### config.mk
export PLATFORM = sky130hd
export DESIGN_NAME = p4_adder_arbiter
export DESIGN_NICKNAME = d
export VERILOG_FILES = /design/src/rtl/p4_adder_arbiter.sv
export SDC_FILE = /design/constraint.sdc
export NUM_CORES = 1
export LEC_CHECK = 0
export ABC_AREA = 0
export CAP_MARGIN = 20
export CORE_AREA = 2 2 157 159
export CTS_BUF_LIST = sky130_fd_sc_hd__clkbuf_4
export CTS_CLUSTER_SIZE = 8
export DETAILED_ROUTE_END_ITERATION = 16
export DIE_AREA = 0 0 159 161
export GPL_ROUTABILITY_DRIVEN = 0
export GPL_TIMING_DRIVEN = 0
export PLACE_DENSITY = 0.62
export SLEW_MARGIN = 0
export SYNTH_ARGS = -nofsm -noshare
export SYNTH_HDL_FRONTEND = slang
export SYNTH_SLANG_ARGS = --single-unit
### constraint.sdc
create_clock -name clk -period 10.9 [get_ports clk]
set_input_delay 2.18 -clock clk [delete_from_list [all_inputs] [get_ports clk]]
set_output_delay 2.18 -clock clk [all_outputs]
set_load 0.02 [all_outputs]
### src/rtl/p4_adder_arbiter.sv
// p4_adder_arbiter: time-shares one combinational P4 adder among NREQ requesters.
// Requests are granted round-robin, operands are registered onto the adder, the
// adder is allowed ADD_LAT cycles to settle, and the captured sum/carry is
// returned with the owner's index over a valid/ready response channel.
module p4_adder_arbiter #(
   parameter int NREQ    = 4,
   parameter int NBIT    = 32,
   parameter int ADD_LAT = 2,
   localparam int IDW    = $clog2(NREQ)
) (
   input  logic                 clk,
   input  logic                 rst,
   input  logic [NREQ-1:0]      req_valid,
   output logic [NREQ-1:0]      req_ready,
   input  logic [NREQ*NBIT-1:0] req_a,
   input  logic [NREQ*NBIT-1:0] req_b,
   input  logic [NREQ-1:0]      req_cin,
   output logic [NBIT-1:0]      add_a,
   output logic [NBIT-1:0]      add_b,
   output logic                 add_cin,
   input  logic [NBIT-1:0]      add_s,
   input  logic                 add_cout,
   output logic                 rsp_valid,
   input  logic                 rsp_ready,
   output logic [IDW-1:0]       rsp_id,
   output logic [NBIT-1:0]      rsp_s,
   output logic                 rsp_cout
);

   // settle counter only needs to hold ADD_LAT-1
   localparam int CW = (ADD_LAT > 1) ? $clog2(ADD_LAT) : 1;

   typedef enum logic [1:0] {
      IDLE = 2'd0,
      BUSY = 2'd1,
      RESP = 2'd2
   } state_t;

   state_t          state_reg;
   logic [IDW-1:0]  rr_ptr_reg;
   logic [CW-1:0]   cnt_reg;
   logic [IDW-1:0]  owner_reg;

   logic [NBIT-1:0] a_arr [NREQ];
   logic [NBIT-1:0] b_arr [NREQ];
   logic [IDW-1:0]  cand_idx [NREQ];
   logic [IDW-1:0]  gnt_idx;
   logic            gnt_any;
   logic [IDW-1:0]  ptr_after;
   logic            accept;

   // unpack the flat operand buses and build the search order starting at rr_ptr
   for (genvar gi = 0; gi < NREQ; gi++) begin : g_req
      logic [IDW:0] wide_idx;

      assign a_arr[gi]    = req_a[gi*NBIT +: NBIT];
      assign b_arr[gi]    = req_b[gi*NBIT +: NBIT];
      assign wide_idx     = {1'b0, rr_ptr_reg} + (IDW+1)'(gi);
      assign cand_idx[gi] = (wide_idx >= (IDW+1)'(NREQ))
                            ? IDW'(wide_idx - (IDW+1)'(NREQ))
                            : wide_idx[IDW-1:0];
   end

   // round-robin pick: the earliest valid requester in rotated order wins
   always_comb begin
      gnt_any = 1'b0;
      gnt_idx = '0;
      for (int k = NREQ - 1; k >= 0; k--) begin
         if (req_valid[cand_idx[k]]) begin
            gnt_any = 1'b1;
            gnt_idx = cand_idx[k];
         end
      end
   end

   // pointer moves one past the winner so it becomes lowest priority next time
   always_comb begin
      if (gnt_idx == IDW'(NREQ - 1))
         ptr_after = '0;
      else
         ptr_after = gnt_idx + 1'b1;
   end

   // ready is only offered while idle; reset masks it immediately
   always_comb begin
      req_ready = '0;
      if ((state_reg == IDLE) && gnt_any && !rst)
         req_ready[gnt_idx] = 1'b1;
   end

   assign accept = (state_reg == IDLE) && gnt_any;

   // control FSM: accept operands, wait for the adder to settle, hold the result
   always_ff @(posedge clk or posedge rst) begin
      if (rst) begin
         state_reg  <= IDLE;
         rr_ptr_reg <= '0;
         cnt_reg    <= '0;
         owner_reg  <= '0;
         add_a      <= '0;
         add_b      <= '0;
         add_cin    <= 1'b0;
         rsp_valid  <= 1'b0;
         rsp_id     <= '0;
         rsp_s      <= '0;
         rsp_cout   <= 1'b0;
      end else begin
         case (state_reg)
            IDLE: begin
               if (accept) begin
                  add_a      <= a_arr[gnt_idx];
                  add_b      <= b_arr[gnt_idx];
                  add_cin    <= req_cin[gnt_idx];
                  owner_reg  <= gnt_idx;
                  rr_ptr_reg <= ptr_after;
                  cnt_reg    <= CW'(ADD_LAT - 1);
                  state_reg  <= BUSY;
               end
            end
            BUSY: begin
               // adder inputs stay frozen; capture once the multicycle window closes
               if (cnt_reg != '0) begin
                  cnt_reg <= cnt_reg - 1'b1;
               end else begin
                  rsp_s     <= add_s;
                  rsp_cout  <= add_cout;
                  rsp_id    <= owner_reg;
                  rsp_valid <= 1'b1;
                  state_reg <= RESP;
               end
            end
            RESP: begin
               // result is held until the consumer takes it
               if (rsp_ready) begin
                  rsp_valid <= 1'b0;
                  state_reg <= IDLE;
               end
            end
            default: begin
               state_reg <= IDLE;
            end
         endcase
      end
   end

endmodule
# --- Yosys cells after proc, flatten, opt, wreduce, memory -nomap -nowiden ---
# Cells that the tools add are included.
word_totals:
  elab_cells: 93
  register_bits: 108
  input_bits: 300
classes:
  muxes: 42
  reduce_logical: 12
  add_sub_neg: 9
  eq_ne: 6
  order_cmp: 11
  bitwise_logic: 2
op_table:
  columns: ["operator", "count"]
  rows:
  - ["binary-select mux 32 bit (select 2 bit)", 2]
  - ["two-way mux 32 bit", 4]
  - ["two-way mux 2 bit", 12]
  - ["less-than comparator 2 x 3 -> 1 bit, second input constant", 5]
  - ["two-way mux 1 bit", 14]
  - [">= comparator 3 bit, second input constant", 4]
  - ["binary-select mux 1 bit (select 2 bit)", 5]
  - ["subtractor 2 x 1 -> 2 bit, second input constant", 4]
  - ["adder 2 x 2 -> 3 bit, second input constant", 2]
  - ["inequality test 2 bit, second input constant", 3]
  - ["case mux 2 bit (3 select lines)", 1]
  - ["AND reduction 2 bit", 3]
  - ["AND reduction 3 bit", 2]
  - ["equality test 2 bit, second input constant", 2]
  - ["two-way mux 4 bit", 1]
  - ["case mux 1 bit (2 select lines)", 2]
  - ["nonzero test 2 bit", 2]
  - ["adder 2 x 1 -> 3 bit, second input constant", 1]
  - [">= comparator 2 x 3 -> 1 bit, second input constant", 1]
  - ["logical AND 1 bit", 3]
  - ["inverter 2 -> 3 bit", 1]
  - ["adder 2 x 1 -> 2 bit, second input constant", 1]
  - ["demux 1 bit (select 2 bit)", 1]
  - ["equality test 2 x 1 -> 1 bit, second input constant", 1]
  - ["other kinds (5)", 5]

# --- Longest topological paths before layout ---
logic_depth:
  depth_word: 14
  depth_mapped: 8
  mapped_depth_nobuf: 6

# --- Worst setup path before layout ---
# Ideal clock, no wire load.
synth_path:
  path_kind: "input port to output port"
  from: "input rst"
  to: "output req_ready[0]"
  arrival_ns: 5.003
  slack_ns: 3.717
  stages: 2
  path_cell_list: "inv_1 -> and3_1"
synth_between:
  elab_chain_cells: 3
synth_lines:
  columns: ["element", "line", "source"]
  rows:
  - ["start: declaration", "12", "input logic rst,"]
  - ["logical NOT 1 bit (no line)", null, null]
  - ["logical AND 1 bit", "87", "if ((state_reg == IDLE) && gnt_any && !rst)"]
  - ["two-way mux 4 bit", "87", null]
  - ["end: declaration", "14", "output logic [NREQ-1:0] req_ready,"]
# Every way passes these cells.

# --- Final worst setup path ---
layout_path:
  from: "input req_valid[2]"
  to: "output req_ready[2]"
layout_between:
  elab_chain_cells: 11
  word_cells_on_any_way: 24
  cone_classes: "2 x order compare; 19 x mux; 3 x reduce/logical"
layout_lines:
  columns: ["element", "line", "source"]
  rows:
  - ["start: declaration", "13", "input logic [NREQ-1:0] req_valid,"]
  - ["binary-select mux 1 bit (select 2 bit)", "69", "if (req_valid[cand_idx[k]]) begin"]
  - ["two-way mux 1 bit (implied by the code)", "69", null]
  - ["two-way mux 2 bit (4 in a row)", "69", null]
  - ["less-than comparator 2 x 3 -> 1 bit (implied by the code) / >= comparator 2 x 1 -> 1 bit (equally long branches)", "88", "req_ready[gnt_idx] = 1'b1;"]
  - ["logical AND 1 bit (implied by the code)", "88", null]
  - ["two-way mux 1 bit (implied by the code)", "88", null]
  - ["demux 1 bit (select 2 bit)", "88", null]
  - ["two-way mux 4 bit (*)", "87", null]
# Every way passes the cells marked *; elsewhere a longest branch is shown, timed or not. The select of a mux whose other input is x is not followed.

==> impl_metrics.py <==
metrics = {
    "sta": {
        "post-route-period-util_pct": 66.22,
        "worst_hold_slack_ns": 0.5072,
        "finalSetupViolCount": 0,
        "max_freq_ghz": 0.1385,
        "slew_headroom_pct": 38.23,
        "finalHoldViolCount": 0,
        "period_minus_slack_ns": 7.218,
        "rsz0062_at_grt": "false",
        "tns_ns": 0,
        "final.setup_skew_ns": 0.02993,
        "drv_slew": 0,
        "tightest_slew_ns": 0.9265,
    },
    "run": {
        "drv_cap": 0,
    },
    "logic_synthesis": {
        "async_flop_share_pct": 100.0,
        "synth_area_leader_cell": "dfrtp_1",
        "synth.avg_cell_area_um2": 10.24,
        "synth_edf_count": 0,
        "yosysWarnings": 0,
        "synth.cell_area_um2": 5733,
        "synth_cell_type_count": 30,
        "ys_seq_area_share_pct": 47.14,
        "synth_flop_cell": "dfrtp_1",
        "synthCells": 560,
        "synth-seq-cells": 108,
        "syn_nets": 861,
        "synth_top_area_share_pct": 47.14,
        "synthTopCellsByArea": "dfrtp_1, mux2i_1, o2bb2ai_1",
    },
    "final_layout": {
        "drive_above_1_share_pct": 5.708,
        "syn_to_final_growth_pct": 80.84,
        "fillers": 2413,
        "final_util_pct": 43.26,
        "register_area_um2": 2703,
        "multi_input_area_um2": 2764,
        "layout.nets": 1277,
        "top_regs": "add_a: 32 flops, add_b: 32 flops, rsp_s: 32 flops",
        "fin_area_um2": 10370,
    },
    "clocking": {
        "clock_latency_ns": 0.50,
        "clk_pin_slew_ns": 0.16,
        "clock-sinks": 108,
        "cts_resized": 0,
        "cts_max_path_buffers": 2,
        "ctsHoldBuffers": 0,
        "root_buffer": "clkbuf_4",
        "cts_setup_buffers": 0,
        "htree_levels": 3,
        "tritoncts": "yes",
        "cts_buffers": 9,
    },
    "die": {
        "start_util_pct": 23.92,
        "core_area_um2": 23960,
        "die_area_um2": 25600,
        "die_h_um": 161,
        "row_count": 57,
        "ios": 405,
        "die_width_um": 159,
    },
    "route": {
        "vias": 6069,
        "first_pass_iters": 4,
        "drt-total-wl_um": 25540,
        "wl_per_cell_um": 19.56,
        "ant_nets": 0,
        "routed_via_density": 4.647,
        "drtIter0Drc": 245,
        "drc": 0,
    },
    "hold_path": {
        "hold_path.class": "flop to flop",
        "hold_path_depth": 1,
        "hp-start": "rsp_s[9]",
        "min_to": "rsp_s[9]",
    },
    "critical_path": {
        "worstPathRequired_ns": 8.72,
        "crit_chain": "clkdlybuf4s50_1 -> nor4_2 -> or3_1 -> nor3_2 -> clkbuf_1 -> and3_1 -> clkdlybuf4s50_1",
        "cp-end-kind": "output pin",
        "rr_startpoint": "state_reg[1]",
        "crit_arrival_ns": 5.04,
        "r2r_cells": 6,
        "crit_path_start_kind": "primary input",
        "slowest_delay_ns": 0.63,
        "crit_path_top_delay_cell": "clkdlybuf4s50_1",
        "r2r-end": "add_a[4]",
        "crit_path_max_fanout": 10,
        "worstSetupPathType": "primary input to output pin",
        "ff2ff_setup_slack_ns": 8.19,
        "cpLargestDelayFamily": "buffers and inverters",
        "critPathMostFrequentCell": "clkdlybuf4s50_1",
        "worst-path-buf-inv": 3,
    },
    "placed_design": {
        "portBuffers": 404,
        "place_area_um2": 10210,
        "hpwl_um": 19840,
    },
    "power_and_ir_drop": {
        "power.leakage_nw": 4.188,
        "powerDensity_nw_per_um2": 245.8,
        "peakVddDrop_mv": 0.08770,
        "total_power_mw": 2.548,
    },
    "status": {
        "status": "completed",
    },
    "global_route": {
        "grt_max_degree": 63,
        "grt_pass1_vias": 6293,
        "grt_use_total_pct": 19.55,
        "antenna_found_initial": 1,
        "grt_pass1_wl_um": 38000,
        "grt-ovfl-total": 0,
    },
}
worst max path at each step:
stage / startpoint / to / slack (ns) / cells past startpoint
after detailed placement: req_valid[2] / req_ready[2] / 3.64 / 7
after CTS: req_valid[2] / req_ready[2] / 3.62 / 7
after global placement: rst / req_ready[1] / 1.51 / 4
final: req_valid[2] / req_ready[2] / 3.68 / 7
after floorplan: rst / req_ready[0] / 3.72 / 2
after global routing: req_valid[0] / req_ready[2] / 3.49 / 7
layout by cell type, fill, tap and decap left out, drive strengths merged, types with 2 or more instances in the layout:
cell type      instances
a21oi                  4
a31oi                 65
and3                   4
buf                   30
clkbuf                27
clkdlybuf4s50        404
clkinv                 3
dfrtp                108
inv                    6
mux2                  35
mux2i                 66
nand2                136
nand2b                 3
nor2                   9
nor3                   2
o21a                   2
o2bb2ai               65
where the power goes:
part	leakage [nW]	total, mW	internal (mW)	switching (mW)
Clock	0.0758	0.222	0.0551	0.167
Combinational	2.88	1.61	0.743	0.867
Sequential	1.23	0.716	0.606	0.110
layer usage:
| layer | part of all wire [%] | up-vias | global-route usage (%) | wire [µm] |
|---|---|---|---|---|
| li1 | - | 2886 | - | - |
| met1 | 41 | 2866 | 23.46 | 10430 |
| met2 | 49 | 286 | 34.11 | 12630 |
| met3 | 7.8 | 31 | 6.163 | 1993 |
| met4 | 1.9 | 0 | 4.876 | 493 |
| met5 | 0 | - | 0 | 0 |
cell families (layout without fill, tap and decap cells):
group	Yosys count	count (layout)	share of synthesized area, %
simple gates	158	158	11.20
other cells	0	1	0
fa+ha+maj	1	1	0.2182
mux	101	101	18.40
buf+inv	50	471	4.649
flops	108	108	47.14
compound gates	142	142	18.40
cell type report:
type / instances / area share (%)
Timing Repair Buffer: 405 / 39.27
Multi-Input combinational cell: 402 / 26.66
Sequential cell: 108 / 26.07
Tap cell: 324 / 3.910
Buffer: 47 / 2.462
Clock inverter: 7 / 0.7965
Clock buffer: 9 / 0.6517
Inverter: 3 / 0.1569
Antenna cell: 1 / 0.02414
synth_stat cells (3+ instances only):
cell,count
dfrtp_1,108
a21oi_1,4
a31oi_1,65
mux2_2,5
nand2b_1,3
clkbuf_1,18
mux2_1,30
buf_6,4
o2bb2ai_1,65
and3_1,4
nor2_1,9
mux2i_1,66
buf_2,18
buf_4,7
nand2_1,136
stage by stage:
stage / std cells / setup slack [ns]
after CTS: 1305 / 3.615
after global routing: 1306 / 3.491
after floorplan: 560 / 3.717
after global placement: 1288 / 1.508
after detailed placement: 1289 / 3.641
final: 1306 / 3.682
Note: power is estimated with default switching activity, not from simulation.
